===== src/rtl/chimera_pkg.sv =====
// rtl/chimera_pkg.sv - shared types and defaults for the Chimera cluster power sequencer
package chimera_pkg;

  typedef enum logic [2:0] {
    CluOff   = 3'd0,
    CluClkOn = 3'd1,
    CluDeiso = 3'd2,
    CluOn    = 3'd3,
    CluIso   = 3'd4,
    CluFlush = 3'd5
  } clu_pwr_state_e;

  localparam int CluPwrRstCycles     = 8;
  localparam int CluPwrFlushCycles   = 4;
  localparam int CluPwrTimeoutCycles = 1024;

  // One counter serves every timed state, so it must hold the largest budget.
  function automatic int clu_pwr_cnt_width(input int a, input int b, input int c);
    int m;
    m = a;
    if (b > m) m = b;
    if (c > m) m = c;
    return $clog2(m + 1);
  endfunction

endpackage


===== src/rtl/chimera_clu_pwr_fsm.sv =====
// rtl/chimera_clu_pwr_fsm.sv - single-cluster power FSM with shared down-counter
// Isolation-ack timeout compiled in with CHIMERA_CLU_PWR_TIMEOUT_EN.
module chimera_clu_pwr_fsm
  import chimera_pkg::*;
#(
  parameter int RstCycles     = CluPwrRstCycles,
  parameter int FlushCycles   = CluPwrFlushCycles,
  parameter int TimeoutCycles = CluPwrTimeoutCycles
) (
  input  logic clk_i,
  input  logic rst_i,
  input  logic on_req_i,
  input  logic iso_ack_i,
  input  logic err_clr_i,
  output logic iso_o,
  output logic clk_en_o,
  output logic clu_rst_no,
  output logic active_o,
  output logic busy_o,
  output logic done_o,
  output logic err_o
);

  localparam int CntW = clu_pwr_cnt_width(RstCycles, FlushCycles, TimeoutCycles);
  localparam logic [CntW-1:0] RstLoad   = CntW'(RstCycles - 1);
  localparam logic [CntW-1:0] FlushLoad = CntW'(FlushCycles - 1);
`ifdef CHIMERA_CLU_PWR_TIMEOUT_EN
  localparam logic [CntW-1:0] WaitLoad  = CntW'(TimeoutCycles - 1);
`else
  localparam logic [CntW-1:0] WaitLoad  = '0;
`endif

  clu_pwr_state_e  state_q, state_d;
  logic [CntW-1:0] cnt_q, cnt_d;
  logic            err_q, err_d, err_set;
  logic            iso_q, iso_d, clk_en_q, clk_en_d, rst_n_q, rst_n_d;
  logic            active_q, active_d, busy_q, busy_d, done_q, done_d;

  always_comb begin
    state_d = state_q;
    cnt_d   = cnt_q;
    err_set = 1'b0;
    case (state_q)
      CluOff: begin
        if (on_req_i) begin
          state_d = CluClkOn;
          cnt_d   = RstLoad;
        end
      end
      CluClkOn: begin
        if (cnt_q == '0) begin
          state_d = CluDeiso;
          cnt_d   = WaitLoad;
        end else begin
          cnt_d = cnt_q - CntW'(1);
        end
      end
      CluDeiso: begin
        if (!iso_ack_i) begin
          state_d = CluOn;
          cnt_d   = '0;
        end
`ifdef CHIMERA_CLU_PWR_TIMEOUT_EN
        else if (cnt_q == '0) begin
          // Domain never released isolation: back out through the power-down path.
          state_d = CluIso;
          cnt_d   = WaitLoad;
          err_set = 1'b1;
        end else begin
          cnt_d = cnt_q - CntW'(1);
        end
`endif
      end
      CluOn: begin
        if (!on_req_i) begin
          state_d = CluIso;
          cnt_d   = WaitLoad;
        end
      end
      CluIso: begin
        if (iso_ack_i) begin
          state_d = CluFlush;
          cnt_d   = FlushLoad;
        end
`ifdef CHIMERA_CLU_PWR_TIMEOUT_EN
        else if (cnt_q == '0) begin
          state_d = CluFlush;
          cnt_d   = FlushLoad;
          err_set = 1'b1;
        end else begin
          cnt_d = cnt_q - CntW'(1);
        end
`endif
      end
      CluFlush: begin
        if (cnt_q == '0) begin
          state_d = CluOff;
        end else begin
          cnt_d = cnt_q - CntW'(1);
        end
      end
      default: begin
        state_d = CluOff;
        cnt_d   = '0;
      end
    endcase

`ifdef CHIMERA_CLU_PWR_TIMEOUT_EN
    err_d = err_q;
    if (err_clr_i) err_d = 1'b0;
    if (err_set)   err_d = 1'b1;
`else
    err_d = 1'b0;
`endif

    // Outputs decode from the next state so the registered copies track state_q exactly.
    iso_d    = (state_d == CluOff) || (state_d == CluClkOn) ||
               (state_d == CluIso) || (state_d == CluFlush);
    clk_en_d = (state_d != CluOff);
    rst_n_d  = (state_d == CluDeiso) || (state_d == CluOn) || (state_d == CluIso);
    active_d = (state_d == CluOn);
    busy_d   = (state_d != CluOff) && (state_d != CluOn);
    done_d   = ((state_d == CluOn)  && (state_q == CluDeiso)) ||
               ((state_d == CluOff) && (state_q == CluFlush));
  end

  always_ff @(posedge clk_i) begin
    if (rst_i) begin
      state_q  <= CluOff;
      cnt_q    <= '0;
      err_q    <= 1'b0;
      iso_q    <= 1'b1;
      clk_en_q <= 1'b0;
      rst_n_q  <= 1'b0;
      active_q <= 1'b0;
      busy_q   <= 1'b0;
      done_q   <= 1'b0;
    end else begin
      state_q  <= state_d;
      cnt_q    <= cnt_d;
      err_q    <= err_d;
      iso_q    <= iso_d;
      clk_en_q <= clk_en_d;
      rst_n_q  <= rst_n_d;
      active_q <= active_d;
      busy_q   <= busy_d;
      done_q   <= done_d;
    end
  end

`ifndef CHIMERA_CLU_PWR_TIMEOUT_EN
  logic unused_err_inputs;
  assign unused_err_inputs = err_clr_i ^ err_set;
`endif

  assign iso_o      = iso_q;
  assign clk_en_o   = clk_en_q;
  assign clu_rst_no = rst_n_q;
  assign active_o   = active_q;
  assign busy_o     = busy_q;
  assign done_o     = done_q;
  assign err_o      = err_q;

endmodule


===== src/rtl/chimera_clu_pwr_seq.sv =====
// rtl/chimera_clu_pwr_seq.sv - per-cluster power sequencer, one FSM per cluster
// Optional isolation-ack timeout: CHIMERA_CLU_PWR_TIMEOUT_EN.
module chimera_clu_pwr_seq
  import chimera_pkg::*;
#(
  parameter int NumClusters   = 5,
  parameter int RstCycles     = CluPwrRstCycles,
  parameter int FlushCycles   = CluPwrFlushCycles,
  parameter int TimeoutCycles = CluPwrTimeoutCycles
) (
  input  logic                   clk_i,
  input  logic                   rst_i,
  input  logic [NumClusters-1:0] on_req_i,
  input  logic [NumClusters-1:0] iso_ack_i,
  input  logic [NumClusters-1:0] err_clr_i,
  output logic [NumClusters-1:0] iso_o,
  output logic [NumClusters-1:0] clk_en_o,
  output logic [NumClusters-1:0] clu_rst_no,
  output logic [NumClusters-1:0] active_o,
  output logic [NumClusters-1:0] busy_o,
  output logic [NumClusters-1:0] done_o,
  output logic [NumClusters-1:0] err_o
);

  if (NumClusters < 1) begin : g_bad_num
    $error("NumClusters must be >= 1");
  end
  if (RstCycles < 1) begin : g_bad_rst
    $error("RstCycles must be >= 1");
  end
  if (FlushCycles < 1) begin : g_bad_flush
    $error("FlushCycles must be >= 1");
  end
  if (TimeoutCycles < 1) begin : g_bad_timeout
    $error("TimeoutCycles must be >= 1");
  end

  for (genvar i = 0; i < NumClusters; i++) begin : g_clu
    chimera_clu_pwr_fsm #(
      .RstCycles    (RstCycles),
      .FlushCycles  (FlushCycles),
      .TimeoutCycles(TimeoutCycles)
    ) u_fsm (
      .clk_i     (clk_i),
      .rst_i     (rst_i),
      .on_req_i  (on_req_i[i]),
      .iso_ack_i (iso_ack_i[i]),
      .err_clr_i (err_clr_i[i]),
      .iso_o     (iso_o[i]),
      .clk_en_o  (clk_en_o[i]),
      .clu_rst_no(clu_rst_no[i]),
      .active_o  (active_o[i]),
      .busy_o    (busy_o[i]),
      .done_o    (done_o[i]),
      .err_o     (err_o[i])
    );
  end

endmodule


===== config.mk =====
export PLATFORM = sky130hd
export DESIGN_NAME = chimera_clu_pwr_seq
export DESIGN_NICKNAME = d
export VERILOG_FILES = /design/src/rtl/chimera_pkg.sv /design/src/rtl/chimera_clu_pwr_fsm.sv /design/src/rtl/chimera_clu_pwr_seq.sv
export SDC_FILE = /design/constraint.sdc
export NUM_CORES = 1
export LEC_CHECK = 0
export CAP_MARGIN = 20
export CORE_MARGIN = 3
export CORE_UTILIZATION = 60
export CTS_CLUSTER_DIAMETER = 80
export DETAILED_ROUTE_END_ITERATION = 16
export GPL_TIMING_DRIVEN = 0
export PLACE_DENSITY_LB_ADDON = 0.25
export SYNTH_ARGS = -nofsm -noshare
export SYNTH_HDL_FRONTEND = slang
export SYNTH_SLANG_ARGS = --single-unit

===== constraint.sdc =====
create_clock -name clk_i -period 4.6 [get_ports clk_i]
set_clock_uncertainty 0.15 [all_clocks]
set_input_delay 0.46 -clock clk_i [delete_from_list [all_inputs] [get_ports clk_i]]
set_output_delay 0.46 -clock clk_i [all_outputs]
set_load 0.005 [all_outputs]

==> insert_results.sql <==
INSERT INTO impl_metrics (metric_group, metric, value, unit) VALUES
('critical_path', 'slowest_stage', 'nor4_1', ''),
('critical_path', 'worst_r2r_path_depth', '8', ''),
('place', 'port-buffer-count', '40', ''),
('logic_synthesis', 'netlist.top_cell.by_area', 'dfxtp_1', ''),
('logic_synthesis', 'synth_async_sr_flop_share', '0', ''),
('grt', 'grt_use_total', '0.231', ''),
('critical_path', 'crit_path_end', 'g_clu[0].u_fsm.cnt_q[10]', ''),
('floorplanning', 'die_h', '101', 'um'),
('timing', 'report.final.setup_viol', '0', ''),
('clock_tree', 'latest_clock_arrival_within_the_worst_skew_pair', '0.36', 'ns'),
('timing', 'timing.final.crit_period', '2.65', 'ns'),
('critical_path', 'worst-path-max-fanout', '8', ''),
('floorplanning', 'start_util', '0.621', ''),
('logic_synthesis', 'ys_seq_area_frac', '0.368', ''),
('cells_and_area', 'most_frequent_cells_in_the_layout', '100 x dfxtp_1, 90 x nor2_1, 47 x a21oi_1, 40 x clkdlybuf4s50_1, 36 x buf_4', ''),
('drt', 'route.detailed.drc', '0', ''),
('floorplanning', 'i_o_pin_count', '52', ''),
('grt', 'grt_antenna_before_repair', '0', ''),
('drt', 'ant_nets', '0', ''),
('timing', 'number_of_hold_violations_in_the_final_report', '0', ''),
('critical_path', 'regToRegEndpoint', 'g_clu[0].u_fsm.cnt_q[10]', ''),
('timing', 'finalCritPeriodShare', '0.576', ''),
('clock_tree', 'cts_root_buf', 'clkbuf_8', ''),
('logic_synthesis', 'syn_area_per_cell', '8.22', 'um^2'),
('drt', 'routed_via_density', '5.87', ''),
('logic_synthesis', 'post_synthesis_cell_area', '0.00544', 'mm^2'),
('critical_path', 'crit_path_start_kind', 'register', ''),
('cells_and_area', 'drive_gt1_frac', '0.111', ''),
('logic_synthesis', 'postSynthRegisterBits', '100', ''),
('place', 'placement.setup.worst_slack', '1.85', 'ns'),
('logic_synthesis', 'ys.flop_type', 'dfxtp_1', ''),
('logic_synthesis', 'synth_top_cell_area_share', '0.368', ''),
('critical_path', 'timing.rr.start', 'g_clu[0].u_fsm.cnt_q[0]', ''),
('job', 'cap_viol_max_count', '0', ''),
('drt', 'detailroute.via_count', '4858', ''),
('timing', 'worst_slew_pin_slew', '0.749', 'ns'),
('cells_and_area', 'areaGrowthSynthToFinish', '13.0', '%'),
('worst_hold_path', 'hp-class', 'reg2reg', ''),
('clock_tree', 'post_cts_buffers', '0', ''),
('cells_and_area', 'final_net_count', '739', ''),
('place', 'finalWeightedCongestion', '0.871', ''),
('critical_path', 'critical_path.startpoint', 'g_clu[0].u_fsm.cnt_q[0]', ''),
('drt', 'route.final.wire_length', '11.9', 'mm'),
('timing', 'timing.final.ws_setup', '1.95', 'ns'),
('cells_and_area', 'layout_commonest_cell', 'dfxtp_1', ''),
('critical_path', 'timing.critical_path.cells', 'inv_1, ha_1, or4b_1, clkbuf_2, nor4_1, o21ai_0, nand2_1, nor2_1', ''),
('logic_synthesis', 'synth_edf_count', '0', ''),
('grt', 'pin_count_of_the_biggest_net_entering_global_routing', '15', ''),
('critical_path', 'crit_required', '4.70', 'ns'),
('logic_synthesis', 'ys.warnings.count', '0', ''),
('logic_synthesis', 'post_synth_main_area_contributors', 'dfxtp_1 37%, nor2_1 6.2%, buf_4 5.0%', ''),
('grt', 'overall_overflow_remaining_after_global_route', '0', ''),
('drt', 'avgRoutedWirePerCell', '14.4', 'um'),
('timing', 'setup_repair_after_global_routing_missed_its_margin', 'no', ''),
('clock_tree', 'cts.sink_count', '100', ''),
('critical_path', 'r2r_slack', '1.95', 'ns'),
('floorplanning', 'dieWidth', '101', 'um'),
('clock_tree', 'cts_resized', '0', ''),
('grt', 'grt_pass1_wl', '19.7', 'mm'),
('clock_tree', 'cts_inserted_buffers', '9', ''),
('critical_path', 'crit_type', 'reg2reg', ''),
('place', 'place.detailed.hpwl', '8.68', 'mm'),
('pwr', 'report.power.total', '4.49', 'mW'),
('drt', 'dr.pass1.iters', '5', ''),
('floorplanning', 'fp-row-count', '34', ''),
('logic_synthesis', 'yosys.cell_types.count', '73', ''),
('status', 'run_status', 'finished clean', ''),
('pwr', 'cellPowerDensity', '730', 'mW/mm^2'),
('critical_path', 'crit_arrival', '2.75', 'ns'),
('floorplanning', 'floorplan.die_area', '0.0102', 'mm^2'),
('clock_tree', 'tritoncts_clock_tree', 'yes', '');
-- sequential cells by signal, indices dropped and copies added, names as in the netlist --
| register | count |
|---|---|
| g_clu.u_fsm.clu_rst_no | 5 |
| g_clu.u_fsm.iso_o | 5 |
| g_clu.u_fsm.state_q | 15 |
| g_clu.u_fsm.cnt_q | 55 |
| g_clu.u_fsm.active_o | 5 |
| g_clu.u_fsm.done_o | 5 |
| g_clu.u_fsm.busy_o | 5 |
| g_clu.u_fsm.clk_en_o | 5 |
-- layout make-up --
cell class,instances,area [um^2]
Timing Repair Buffer,40,400
Clock buffer,12,145
Fill cell,693,2620
Clock inverter,2,12.5
Tap cell,108,135
Inverter,26,97.6
Sequential cell,100,2000
Multi-Input combinational cell,471,2950
Buffer,69,402
-- critical path, delay by kind of cell, from the launching register on --
family          cells  cell delay (ns)
fa+ha+maj           1             0.20
flops               1             0.36
simple gates        4             1.40
buf+inv             2             0.26
compound gates      1             0.17
-- where the power goes --
group          total (mW)  internal, mW  switching (mW)
logic                2.59          1.15            1.44
clock network       0.487         0.205           0.282
registers            1.41          1.16           0.256
-- worst min-delay path by stage --
| stage | slack (ns) | depth (start not counted) | start | to |
|---|---|---|---|---|
| CTS | 0.32 | 2 | g_clu[2].u_fsm.cnt_q[10] | g_clu[2].u_fsm.cnt_q[10] |
| floorplan | 0.28 | 2 | g_clu[2].u_fsm.cnt_q[10] | g_clu[2].u_fsm.cnt_q[10] |
| finish | 0.33 | 2 | g_clu[3].u_fsm.cnt_q[4] | g_clu[3].u_fsm.cnt_q[4] |
| global placement | 0.30 | 2 | g_clu[2].u_fsm.cnt_q[10] | g_clu[2].u_fsm.cnt_q[10] |
| detailed placement | 0.31 | 2 | g_clu[2].u_fsm.cnt_q[10] | g_clu[2].u_fsm.cnt_q[10] |
| global route | 0.35 | 2 | g_clu[2].u_fsm.cnt_q[10] | g_clu[2].u_fsm.cnt_q[10] |
-- per-layer routing --
layer	vias to the layer above	part of all wire	track usage
met1	2264	0.44	0.293
met3	18	0.050	0.0475
met4	0	0.014	0.0685
met5	-	0	0
met2	141	0.50	0.396
li1	2435	-	-
-- cell families (layout without fill, tap and decap cells) --
group                      Yosys count  in the layout  synth area share
and+or+nand+nor                    289            289             0.292
AOI/OAI and AO/OA                  132            132             0.169
DFF                                100            100             0.368
buffers and inverters               95            149            0.0918
xor gates and xnor gates            34             34            0.0548
muxes                                6              6            0.0120
adders and majority gates            5              5            0.0115
other                                1              5          0.000689
-- per-stage QoR --
step	instances	instance area [um^2]	utilization
final	828	6150	0.701
after global routing	828	6150	0.701
after floorplan	666	5450	-
after CTS	828	6150	0.701
after global placement	814	5990	0.683
after detailed placement	814	5990	0.683
-- cell usage after synthesis, drive strengths merged (10+ instances only) --
cell / n
nor2: 90
buf: 43
inv: 25
nand3b: 11
nor3: 25
clkbuf: 26
a21oi: 47
nand3: 21
o21ai: 25
nand4: 10
dfxtp: 100
xor2: 28
nand2: 34
nor4: 25
nor2b: 16
(Power assumes the default switching activity.)
